[src/rtl/lpm_pkg.sv]
// Definitions shared by the LPM lookup scheduler and the LPM datapath:
// key/tag widths, default sizing and the lookup context layout.
package lpm_pkg;
  localparam int LPM_DEPTH  = 4;
  localparam int LPM_STEP_W = 4;
  localparam int LPM_KEY_W  = 32;
  localparam int LPM_TAG_W  = 32;

  typedef struct packed {
    logic [LPM_TAG_W-1:0]  meth;
    logic [LPM_STEP_W-1:0] step;
    logic [LPM_STEP_W-1:0] max_step;
  } lpm_ctx_t;

  // Packed context width for a given step-counter width.
  function automatic int lpm_ctx_bits(input int step_w);
    return LPM_TAG_W + 2 * step_w;
  endfunction
endpackage

[src/rtl/lpm_sched_if.sv]
// Handshake bundle around the LPM scheduler: client requests, shared memory
// request/response ports and the completed-lookup port.
interface lpm_sched_if;
  import lpm_pkg::*;

  logic                 req__ENA;
  logic [LPM_TAG_W-1:0] req_meth;
  logic [LPM_KEY_W-1:0] req_v;
  logic                 req__RDY;

  logic                 memreq__ENA;
  logic [LPM_KEY_W-1:0] memreq_v;
  logic                 memreq__RDY;

  logic                 memres__ENA;
  logic [LPM_KEY_W-1:0] memres_v;
  logic                 memres__RDY;

  logic                 done__ENA;
  logic [LPM_TAG_W-1:0] done_meth;
  logic [LPM_KEY_W-1:0] done_v;
  logic                 done__RDY;

  modport master (
    input  req__ENA, req_meth, req_v,
    output req__RDY,
    output memreq__ENA, memreq_v,
    input  memreq__RDY,
    input  memres__ENA, memres_v,
    output memres__RDY,
    output done__ENA, done_meth, done_v,
    input  done__RDY
  );

  modport slave (
    output req__ENA, req_meth, req_v,
    input  req__RDY,
    input  memreq__ENA, memreq_v,
    output memreq__RDY,
    output memres__ENA, memres_v,
    input  memres__RDY,
    input  done__ENA, done_meth, done_v,
    output done__RDY
  );
endinterface

[src/rtl/lpm_ctx_fifo.sv]
// In-order context FIFO; push and pop may happen in the same cycle, including
// when full. Head entry is presented combinationally.
module lpm_ctx_fifo #(
  parameter int DEPTH = 4,
  parameter int WIDTH = 40
) (
  input  logic                       CLK,
  input  logic                       nRST,
  input  logic                       push,
  input  logic [WIDTH-1:0]           push_data,
  input  logic                       pop,
  output logic [WIDTH-1:0]           head,
  output logic [$clog2(DEPTH+1)-1:0] count,
  output logic                       empty
);
  localparam int AW = (DEPTH > 1) ? $clog2(DEPTH) : 1;
  localparam int CW = $clog2(DEPTH+1);
  localparam logic [AW-1:0] LAST   = AW'(DEPTH - 1);
  localparam logic [CW-1:0] FULL_C = CW'(DEPTH);

  logic [WIDTH-1:0] mem [DEPTH];
  logic [AW-1:0]    rptr;
  logic [AW-1:0]    wptr;
  logic             full;
  logic             do_push;
  logic             do_pop;

  function automatic logic [AW-1:0] nxt(input logic [AW-1:0] p);
    return (p == LAST) ? '0 : p + 1'b1;
  endfunction

  assign empty   = (count == '0);
  assign full    = (count == FULL_C);
  assign do_pop  = pop && !empty;
  // A full FIFO accepts a push only when the head leaves in the same cycle.
  assign do_push = push && (!full || do_pop);
  assign head    = mem[rptr];

  always_ff @(posedge CLK) begin
    if (!nRST) begin
      rptr  <= '0;
      wptr  <= '0;
      count <= '0;
    end else begin
      if (do_push) wptr <= nxt(wptr);
      if (do_pop)  rptr <= nxt(rptr);
      case ({do_push, do_pop})
        2'b10:   count <= count + 1'b1;
        2'b01:   count <= count - 1'b1;
        default: count <= count;
      endcase
    end
  end

  always_ff @(posedge CLK) begin
    if (do_push) mem[wptr] <= push_data;
  end
endmodule

[src/rtl/lpm_sched.sv]
// LPM lookup scheduler: admits lookups onto the shared memory port, recirculates
// partial results until each lookup has made its passes, then retires it.
module lpm_sched
  import lpm_pkg::*;
#(
  parameter int DEPTH  = LPM_DEPTH,
  parameter int STEP_W = LPM_STEP_W
) (
  input  logic                       CLK,
  input  logic                       nRST,
  lpm_sched_if.master                bus,
  input  logic [STEP_W-1:0]          cfg_max_steps,
  output logic [$clog2(DEPTH+1)-1:0] inflight,
  output logic [31:0]                done_count,
  output logic                       proto_err
);
  localparam int CW    = $clog2(DEPTH+1);
  localparam int CTX_W = lpm_ctx_bits(STEP_W);
  localparam logic [CW-1:0]     DEPTH_C  = CW'(DEPTH);
  localparam logic [STEP_W-1:0] STEP_ONE = STEP_W'(1);

  typedef struct packed {
    logic [LPM_TAG_W-1:0] meth;
    logic [STEP_W-1:0]    step;
    logic [STEP_W-1:0]    max_step;
  } ctx_t;

  ctx_t                 hold_ctx;
  logic [LPM_KEY_W-1:0] hold_data;
  logic                 hold_valid;
  logic                 hold_final;

  ctx_t                 fifo_head;
  ctx_t                 push_ctx;
  logic [CTX_W-1:0]     head_bits;
  logic [CW-1:0]        fifo_count;
  logic                 fifo_empty;
  logic [CW-1:0]        live;
  logic [STEP_W-1:0]    adm_max;

  logic recirc;
  logic exit_fire;
  logic hold_leaves;
  logic admit;
  logic push;
  logic res_fire;
  logic res_take;
  logic res_drop;
  logic show_done;

  assign live = fifo_count + CW'(hold_valid);

  // Recirculation owns the memory port whenever a partial result is waiting.
  assign recirc      = hold_valid && !hold_final && bus.memreq__RDY;
  assign exit_fire   = hold_valid && hold_final && bus.done__RDY;
  assign hold_leaves = recirc || exit_fire;

  assign bus.req__RDY = bus.memreq__RDY && (live < DEPTH_C) && !(hold_valid && !hold_final);
  assign admit        = bus.req__ENA && bus.req__RDY;

  assign bus.memreq__ENA = recirc || admit;
  assign bus.memreq_v    = recirc ? hold_data : (admit ? bus.req_v : '0);

  assign bus.memres__RDY = !hold_valid || hold_leaves;
  assign res_fire        = bus.memres__ENA && bus.memres__RDY;
  assign res_take        = res_fire && !fifo_empty;
  assign res_drop        = res_fire && fifo_empty;

  assign show_done     = hold_valid && hold_final;
  assign bus.done__ENA = exit_fire;
  assign bus.done_meth = show_done ? hold_ctx.meth : '0;
  assign bus.done_v    = show_done ? hold_data : '0;

  assign adm_max = (cfg_max_steps == '0) ? STEP_ONE : cfg_max_steps;
  assign push    = recirc || admit;

  always_comb begin
    push_ctx = '0;
    if (recirc) begin
      push_ctx      = hold_ctx;
      push_ctx.step = hold_ctx.step + STEP_ONE;
    end else begin
      push_ctx.meth     = bus.req_meth;
      push_ctx.step     = STEP_ONE;
      push_ctx.max_step = adm_max;
    end
  end

  lpm_ctx_fifo #(
    .DEPTH (DEPTH),
    .WIDTH (CTX_W)
  ) u_ctx_fifo (
    .CLK       (CLK),
    .nRST      (nRST),
    .push      (push),
    .push_data (push_ctx),
    .pop       (res_take),
    .head      (head_bits),
    .count     (fifo_count),
    .empty     (fifo_empty)
  );

  assign fifo_head = ctx_t'(head_bits);

  // A response may refill hold in the same cycle its previous occupant leaves.
  always_ff @(posedge CLK) begin
    if (!nRST) begin
      hold_valid <= 1'b0;
      hold_final <= 1'b0;
      hold_ctx   <= '0;
      hold_data  <= '0;
    end else if (res_take) begin
      hold_valid <= 1'b1;
      hold_final <= (fifo_head.step == fifo_head.max_step);
      hold_ctx   <= fifo_head;
      hold_data  <= bus.memres_v;
    end else if (hold_leaves) begin
      hold_valid <= 1'b0;
      hold_final <= 1'b0;
    end
  end

  always_ff @(posedge CLK) begin
    if (!nRST) begin
      done_count <= '0;
      proto_err  <= 1'b0;
    end else begin
      if (exit_fire) done_count <= done_count + 32'd1;
      if (res_drop)  proto_err  <= 1'b1;
    end
  end

  assign inflight = live;
endmodule

[src/flat_wrapper.sv]
// flat-port wrapper written by rule: the top's interface ports become plain ports
module lpm_sched_flat import lpm_pkg::*;
#(
  parameter int DEPTH  = LPM_DEPTH,
  parameter int STEP_W = LPM_STEP_W
)
  (CLK, nRST, cfg_max_steps, inflight, done_count, proto_err, bus_req__ENA, bus_req_meth, bus_req_v, bus_req__RDY, bus_memreq__ENA, bus_memreq_v, bus_memreq__RDY, bus_memres__ENA, bus_memres_v, bus_memres__RDY, bus_done__ENA, bus_done_meth, bus_done_v, bus_done__RDY);
  lpm_sched_if bus_i ();
  input  logic CLK;
  input  logic nRST;
  input  logic [STEP_W-1:0] cfg_max_steps;
  output logic [$clog2(DEPTH+1)-1:0] inflight;
  output logic [31:0] done_count;
  output logic proto_err;
  input wire logic [$bits(bus_i.req__ENA)-1:0] bus_req__ENA;
  input wire logic [$bits(bus_i.req_meth)-1:0] bus_req_meth;
  input wire logic [$bits(bus_i.req_v)-1:0] bus_req_v;
  output wire logic [$bits(bus_i.req__RDY)-1:0] bus_req__RDY;
  output wire logic [$bits(bus_i.memreq__ENA)-1:0] bus_memreq__ENA;
  output wire logic [$bits(bus_i.memreq_v)-1:0] bus_memreq_v;
  input wire logic [$bits(bus_i.memreq__RDY)-1:0] bus_memreq__RDY;
  input wire logic [$bits(bus_i.memres__ENA)-1:0] bus_memres__ENA;
  input wire logic [$bits(bus_i.memres_v)-1:0] bus_memres_v;
  output wire logic [$bits(bus_i.memres__RDY)-1:0] bus_memres__RDY;
  output wire logic [$bits(bus_i.done__ENA)-1:0] bus_done__ENA;
  output wire logic [$bits(bus_i.done_meth)-1:0] bus_done_meth;
  output wire logic [$bits(bus_i.done_v)-1:0] bus_done_v;
  input wire logic [$bits(bus_i.done__RDY)-1:0] bus_done__RDY;
  assign bus_i.req__ENA = bus_req__ENA;
  assign bus_i.req_meth = bus_req_meth;
  assign bus_i.req_v = bus_req_v;
  assign bus_req__RDY = bus_i.req__RDY;
  assign bus_memreq__ENA = bus_i.memreq__ENA;
  assign bus_memreq_v = bus_i.memreq_v;
  assign bus_i.memreq__RDY = bus_memreq__RDY;
  assign bus_i.memres__ENA = bus_memres__ENA;
  assign bus_i.memres_v = bus_memres_v;
  assign bus_memres__RDY = bus_i.memres__RDY;
  assign bus_done__ENA = bus_i.done__ENA;
  assign bus_done_meth = bus_i.done_meth;
  assign bus_done_v = bus_i.done_v;
  assign bus_i.done__RDY = bus_done__RDY;
  lpm_sched #(.DEPTH(DEPTH), .STEP_W(STEP_W)) u_core (.CLK(CLK), .nRST(nRST), .bus(bus_i), .cfg_max_steps(cfg_max_steps), .inflight(inflight), .done_count(done_count), .proto_err(proto_err));
endmodule
[config.mk]
export PLATFORM = sky130hd
export DESIGN_NAME = lpm_sched_flat
export DESIGN_NICKNAME = d
export VERILOG_FILES = /design/src/rtl/lpm_pkg.sv /design/src/rtl/lpm_sched_if.sv /design/src/rtl/lpm_ctx_fifo.sv /design/src/rtl/lpm_sched.sv /design/src/flat_wrapper.sv
export SDC_FILE = /design/constraint.sdc
export NUM_CORES = 1
export LEC_CHECK = 0
export ABC_AREA = 1
export BUFFER_PORTS_ARGS = -buffer_cell sky130_fd_sc_hd__buf_4
export CAP_MARGIN = 20
export CORE_MARGIN = 2
export CORE_UTILIZATION = 40
export CTS_CLUSTER_DIAMETER = 100
export DETAILED_ROUTE_END_ITERATION = 12
export SLEW_MARGIN = 5
export SYNTH_ARGS = -nofsm -noshare
export SYNTH_HDL_FRONTEND = slang
export SYNTH_SLANG_ARGS = --single-unit
[constraint.sdc]
create_clock -name CLK -period 3.49 [get_ports CLK]
set_input_delay 0.1745 -clock CLK [delete_from_list [all_inputs] [get_ports CLK]]
set_output_delay 0.1745 -clock CLK [all_outputs]
set_load 0.005 [all_outputs]
### Word-level counts from Yosys, hierarchy flattened

Memory sizes are Yosys's and may differ from the RTL's. A register that Yosys moved wholly into a read port is not among the register bits.
Cells that the tools add are included.

* flip-flop bits (word level): 114
* latch bits: 0
* bits in writable memories: 160
* ROM bits: 0
* output and inout bits: 136
* word-level logic and storage cells: 67
* memories: 1

* add/sub/neg operators: 7
* multipliers: 0
* divide/modulo/power cells: 0
* order comparisons: 1
* eq/ne operators: 6
* shift operators: 0
* mux-type cells: 16
* bitwise gates (word level): 0
* reductions and logical operators: 25

Memories
* u_core.u_ctx_fifo.mem: words 4, width 40, rd ports 1, clocked after memory_dff 1, write ports 1, line lpm_ctx_fifo.sv:21 `logic [WIDTH-1:0] mem [DEPTH];`

Operators by type and width (count)
* 32-bit 2-to-1 mux: 4
* 40-bit 2-to-1 mux: 1
* 32-bit by 1-bit adder with 32-bit output (second input constant): 1
* 1-bit logical AND: 12
* 2-bit 2-to-1 mux: 4
* 2-bit == test (second input constant): 3
* 3-bit case mux with 2 select lines: 1
* 1-bit zero test: 5
* 1-bit 2-to-1 mux: 5
* 2-bit by 1-bit adder with 2-bit output (second input constant): 2
* 4-bit by 1-bit adder with 4-bit output (second input constant): 1
* 4-bit == test: 1
* 4-bit zero test: 1
* 1-bit logical OR: 4
* 4-bit 2-to-1 mux: 1
* 2-bit nonzero test: 2
* 3-bit by 1-bit adder with 3-bit output: 1
* 3-bit by 1-bit adder with 3-bit output (second input constant): 1
* 3-bit == test (second input constant): 1
* 3-bit zero test: 1
* 3-bit < comparator (second input constant): 1
* 3-bit by 1-bit subtractor with 3-bit output (second input constant): 1
* 2-bit by 1-bit == test with 1-bit output (second input constant): 1

### Depth between registers and ports, before layout

* word-level depth: 12
* mapped depth: 15
* gate-level depth less buffers: 15

### Modules after synthesis

From an unflattened synthesis, not the netlist that was laid out.

* cell total of the unflattened synthesis: 1322
* area, all modules: 12037.8 µm²

By module, submodules not included
* lpm_ctx_fifo: instances 1, cells an instance 452, area each 6382.4 µm², sequential area each 4984.8 µm²
* lpm_sched: instances 1, cells an instance 870, area each 5655.4 µm², sequential area each 2142.1 µm²

### Worst setup path before layout

Ideal clock, no wire load.

* kind: register to register
* start point: register u_core.hold_valid
* end point: memory u_core.u_ctx_fifo.mem[0][0], enable pin
* setup time: 0.438 ns
* arrival time: 2.977 ns
* required time: 3.052 ns
* setup slack: 0.076 ns
* cell stages (with the launch flop): 10
* buffers on the path: 0
* clock period less this slack: 3.414 ns
* path through: dfxtp_1 ha_1 ha_1 inv_1 nand2_1 nand2_1 nand3_1 nand2_1 nand2_1 nor2_1

* elaborated cells on any way between the ends: 21
* those cells by class: 1 x add/sub; 1 x order compare; 2 x mux; 17 x reduce/logical

RTL lines
* start, declared: line lpm_sched.sv:30 `logic hold_valid;`
* start signal, assigned: line lpm_sched.sv:108 `hold_valid <= 1'b0;`
* start signal, assigned: line lpm_sched.sv:113 `hold_valid <= 1'b1;`
* start signal, assigned: line lpm_sched.sv:118 `hold_valid <= 1'b0;`
* 3-bit by 1-bit adder with 3-bit output: line lpm_sched.sv:51 `assign live = fifo_count + CW'(hold_valid);`
* 3-bit < comparator: line lpm_sched.sv:58 `assign bus.req__RDY = bus.memreq__RDY && (live < DEPTH_C) && !(hold_valid && !hold_final);`
* 1-bit logical AND (2 in a row): line lpm_sched.sv:58
* 1-bit logical AND: line lpm_sched.sv:59 `assign admit = bus.req__ENA && bus.req__RDY;`
* 1-bit logical OR *
* via bus_memreq__ENA: line flat_wrapper.sv:19 `output wire logic [$bits(bus_i.memreq__ENA)-1:0] bus_memreq__ENA;`
* 1-bit logical AND *: line lpm_ctx_fifo.sv:36 `assign do_push = push && (!full || do_pop);`
* 1-bit 2-to-1 mux *: line lpm_ctx_fifo.sv:56 `if (do_push) mem[wptr] <= push_data;`
* 1-bit 2-to-1 mux (not written as such) *: line lpm_ctx_fifo.sv:56
* end, declared: line lpm_ctx_fifo.sv:21

The timed path passes the listed nets; every way through them passes the cells marked *.

### Worst setup path after layout

* start point: register u_core.hold_valid
* end point: memory u_core.u_ctx_fifo.mem[0][9], enable pin

* longest elaborated chain between the ends: 11
* elaborated cells on any way between the ends: 21
* those cells by class: 1 x add/sub; 1 x order compare; 2 x mux; 17 x reduce/logical

Ends and longest elaborated chain (line)
* parallel branches: the longest is 8 deep, another holds 3-bit by 1-bit adder with 3-bit output
* 1-bit logical AND *: lpm_ctx_fifo.sv:36
* 1-bit 2-to-1 mux *: lpm_ctx_fifo.sv:56
* 1-bit 2-to-1 mux (not written as such) *: lpm_ctx_fifo.sv:56

Mark *: on every way between the ends.

==> impl_results.md <==
- Post-cts sizing count: 0
- Die Span Y: 177.3 microns
- IO Port Bufs: 241
- Die X-Extent: 177.3 microns
- WP data required: 3.66 ns
- Fin crit share: 0.7769
- Family with the most delay on the worst path: simple AND/OR/NAND/NOR gates
- CP bufs+invs: 1
- Clock slew at reported path FFs: 0.06 ns
- Antenna violations before repair: 0
- Min cycle time layout: 2.711 ns
- RSZ-0062 raised after global routing: false
- First-pass GRT wire length: 48710 microns
- CP peak stage delay: 0.53 ns
- Largest area contributor in the netlist: edfxtp_1
- Synth cell types: 37
- Worst Hold Class: input port to flop
- Htree depth: 1
- Ys async rst share: 0
- Met3 wire length: 1496 microns
- Hold Buf Count CTS: 32
- Layout cells sized above 1: 0.2000
- Dpl hpwl: 19580 microns
- Crit-path max FO: 40
- Vias in the first global route: 9372
- Synth cell count leaders: o21ai_0, nor2_1, nand2_1
- 1st-pass router iterations: 7
- CP most frequent cell: nand2_1
- Number of enable flip-flop cells after synthesis: 160
- Post-synthesis average cell area: 8.931 sq um
- Internal power: 6.740 mW
- Critical-path cell list: ha_1, ha_1, nand2_1, nand2_1, nand3_1, nand2_1, nand2_1, nor2_4, buf_4
- Status: finished clean
- Starting DRT DRC Count: 625
- Logic pwr share: 0.279
- Num CTS Buffers: 28
- I/O pin count: 242
- Leak: 5.920 nW
- Total Routing Usage GR: 0.1910
- Total grt overflow: 0
- Synth Register Bits: 276
- WL per Instance: 15.48 microns
- Synth Warn #: 0
- Initial Utilization: 0.4053
- CTS Sinks: 276
- Cell Pwr Density: 653.4 nW/um^2
- CTS tree: built
- Setup crit end kind: flop
- Clock Tree Buf Depth: 3
- Worst setup SP type: flop
- Final wirelength: 30870 microns
- # diodes: 0
- Max layer used: met4
- Yosys top cell area share: 0.4000
- Critical Path AT: 2.88 ns
- Final Skew: 0.009625 ns
- Full die area: 31430 sq um
- Mapped Area: 12010 sq um
- Slew Viols, Final: 0
- Clk_lat worst skew: 0.53 ns
- Routed Antenna Nets: 0
- Sum Neg Setup Slack: 0 ns
- P_sw: 3.295 mW
- Final Wtd Congestion: 0.8247
- Final Util: 0.5182
- Net Sw Frac: 0.3283
- Synth Flop Type: edfxtp_1
- Rows: 63
- DRC violations left: 0
- VDD IR-drop max: 0.3622 mV
- Final Hold Fails: 0
- Synth area leaders: edfxtp_1, dfxtp_1, o21ai_0
- Mapped Nets: 1461
- F_max: 368.8 MHz
- Slowest CP cell: buf_4
- Post-Synthesis Cells: 1345
- Core area: 29640 sq um
- Met2 wire len: 15070 microns
- P&R area growth vs syn: 27.84%
- Final net count: 1699
- Final setup violation count: 0
- Hold slack: 0.06468 ns
- Routed vias: 9977
- CTS root buffer: clkbuf_16
- Largest net degree at the start of global routing: 92
- Worst slew margin: 0.3819
- Via density: 5.001
- Slew @ Worst Pin: 0.9272 ns
- Post-synthesis sequential area ratio: 0.5933
- WL met1: 13690 microns
- Post-CTS setup buffer count: 0
- Max cap viols: 0
- Clock Power Share: 0.286
- Part of the power in registers: 0.435
- Critical path class: flop to flop
- Count leader, synth: o21ai_0
==> final timing paths <==
check	slack (ns)	end	cells after the start	from
worst max-delay path	0.78	u_core.u_ctx_fifo.mem[0][9]$_DFFE_PP_	9	u_core.hold_valid$_SDFFE_PN0P_
worst min-delay path	0.06	u_core.u_ctx_fifo.mem[3][21]$_DFFE_PP_	3	bus_req_meth[13]
worst max register to register	0.78	u_core.u_ctx_fifo.mem[0][9]$_DFFE_PP_	9	u_core.hold_valid$_SDFFE_PN0P_
worst min register to register	0.45	u_core.hold_ctx[1]$_SDFFE_PN0P_	2	u_core.hold_ctx[1]$_SDFFE_PN0P_
==> cells by family after synthesis <==
group / synth area share
adder cells (fa/ha/maj): 0.01104
AO/OA/AOI/OAI: 0.1527
AND/OR/NAND/NOR: 0.1712
buffers and inverters: 0.06739
XOR/XNOR: 0.004375
flip-flops: 0.5933
==> flip-flops by register name, summed over array words and instances, names as in the netlist, named ones only <==
register / cells
u_core.done_count: 32
u_core.u_ctx_fifo.mem: 160
u_core.u_ctx_fifo.wptr: 2
u_core.u_ctx_fifo.rptr: 2
u_core.hold_ctx: 40
u_core.hold_valid: 1
u_core.hold_final: 1
u_core.hold_data: 32
u_core.u_ctx_fifo.count: 3
u_core.proto_err: 1
==> cells in the final DEF (no fill, tap or decap), drive strengths merged <==
cell type	n
a211oi	2
a21oi	97
a31oi	1
and2	1
and3	1
buf	257
bufinv	2
clkbuf	35
clkinv	13
clkinvlp	1
dfxtp	116
dlygate4sd3	32
edfxtp	160
fa	1
ha	9
inv	123
nand2	189
nand3	78
nand3b	3
nand4	7
nor2	207
nor3	7
nor3b	2
nor4	1
o211a	1
o21a	3
o21ai	218
o22ai	32
xnor2	4
xor2	2
==> worst min-delay path, cell delays in order <==
cell and delay, ns:
buf_4 0.07, nand2_1 0.04, o21ai_0 0.16
==> power by group through the flow <==
| stage | Clock [mW] | Sequential (mW) | Combinational, mW |
|---|---|---|---|
| detailed placement | 0 | 4.43 | 2.79 |
| finish | 2.87 | 4.36 | 2.80 |
| CTS | 2.95 | 4.36 | 2.83 |
| global route | 3.08 | 4.43 | 3.20 |
| global placement | 0 | 4.42 | 2.74 |
| floorplan | 0 | 4.39 | 1.91 |
==> through the flow <==
step                      instance area [sq um]  setup WS, ns  instances  power [mW]
after floorplan                           12010       0.07562       1345       6.308
after CTS                                 15360        0.7825       1995       10.14
after global placement                    14140        0.8904       1911       7.156
after detailed placement                  14140        0.8189       1911       7.215
after global routing                      15360        0.4671       1995       10.71
final                                     15360        0.7787       1995       10.03
==> final cells by class <==
cell class / instances / area, sq um
Clock inverter: 17 / 147.6
Timing Repair Buffer: 289 / 2275
Clock buffer: 35 / 747.0
Inverter: 122 / 457.9
Sequential cell: 276 / 7128
Fill cell: 2782 / 14280
Tap cell: 390 / 488.0
Multi-Input combinational cell: 866 / 4114
==> routing by layer <==
layer | vias up | track usage
li1 | 5027 | -
met1 | 4662 | 0.2546
met2 | 243 | 0.3294
met3 | 45 | 0.02614
met4 | 0 | 0.04645
met5 | - | 0
Power figures use the tool's default switching activity.
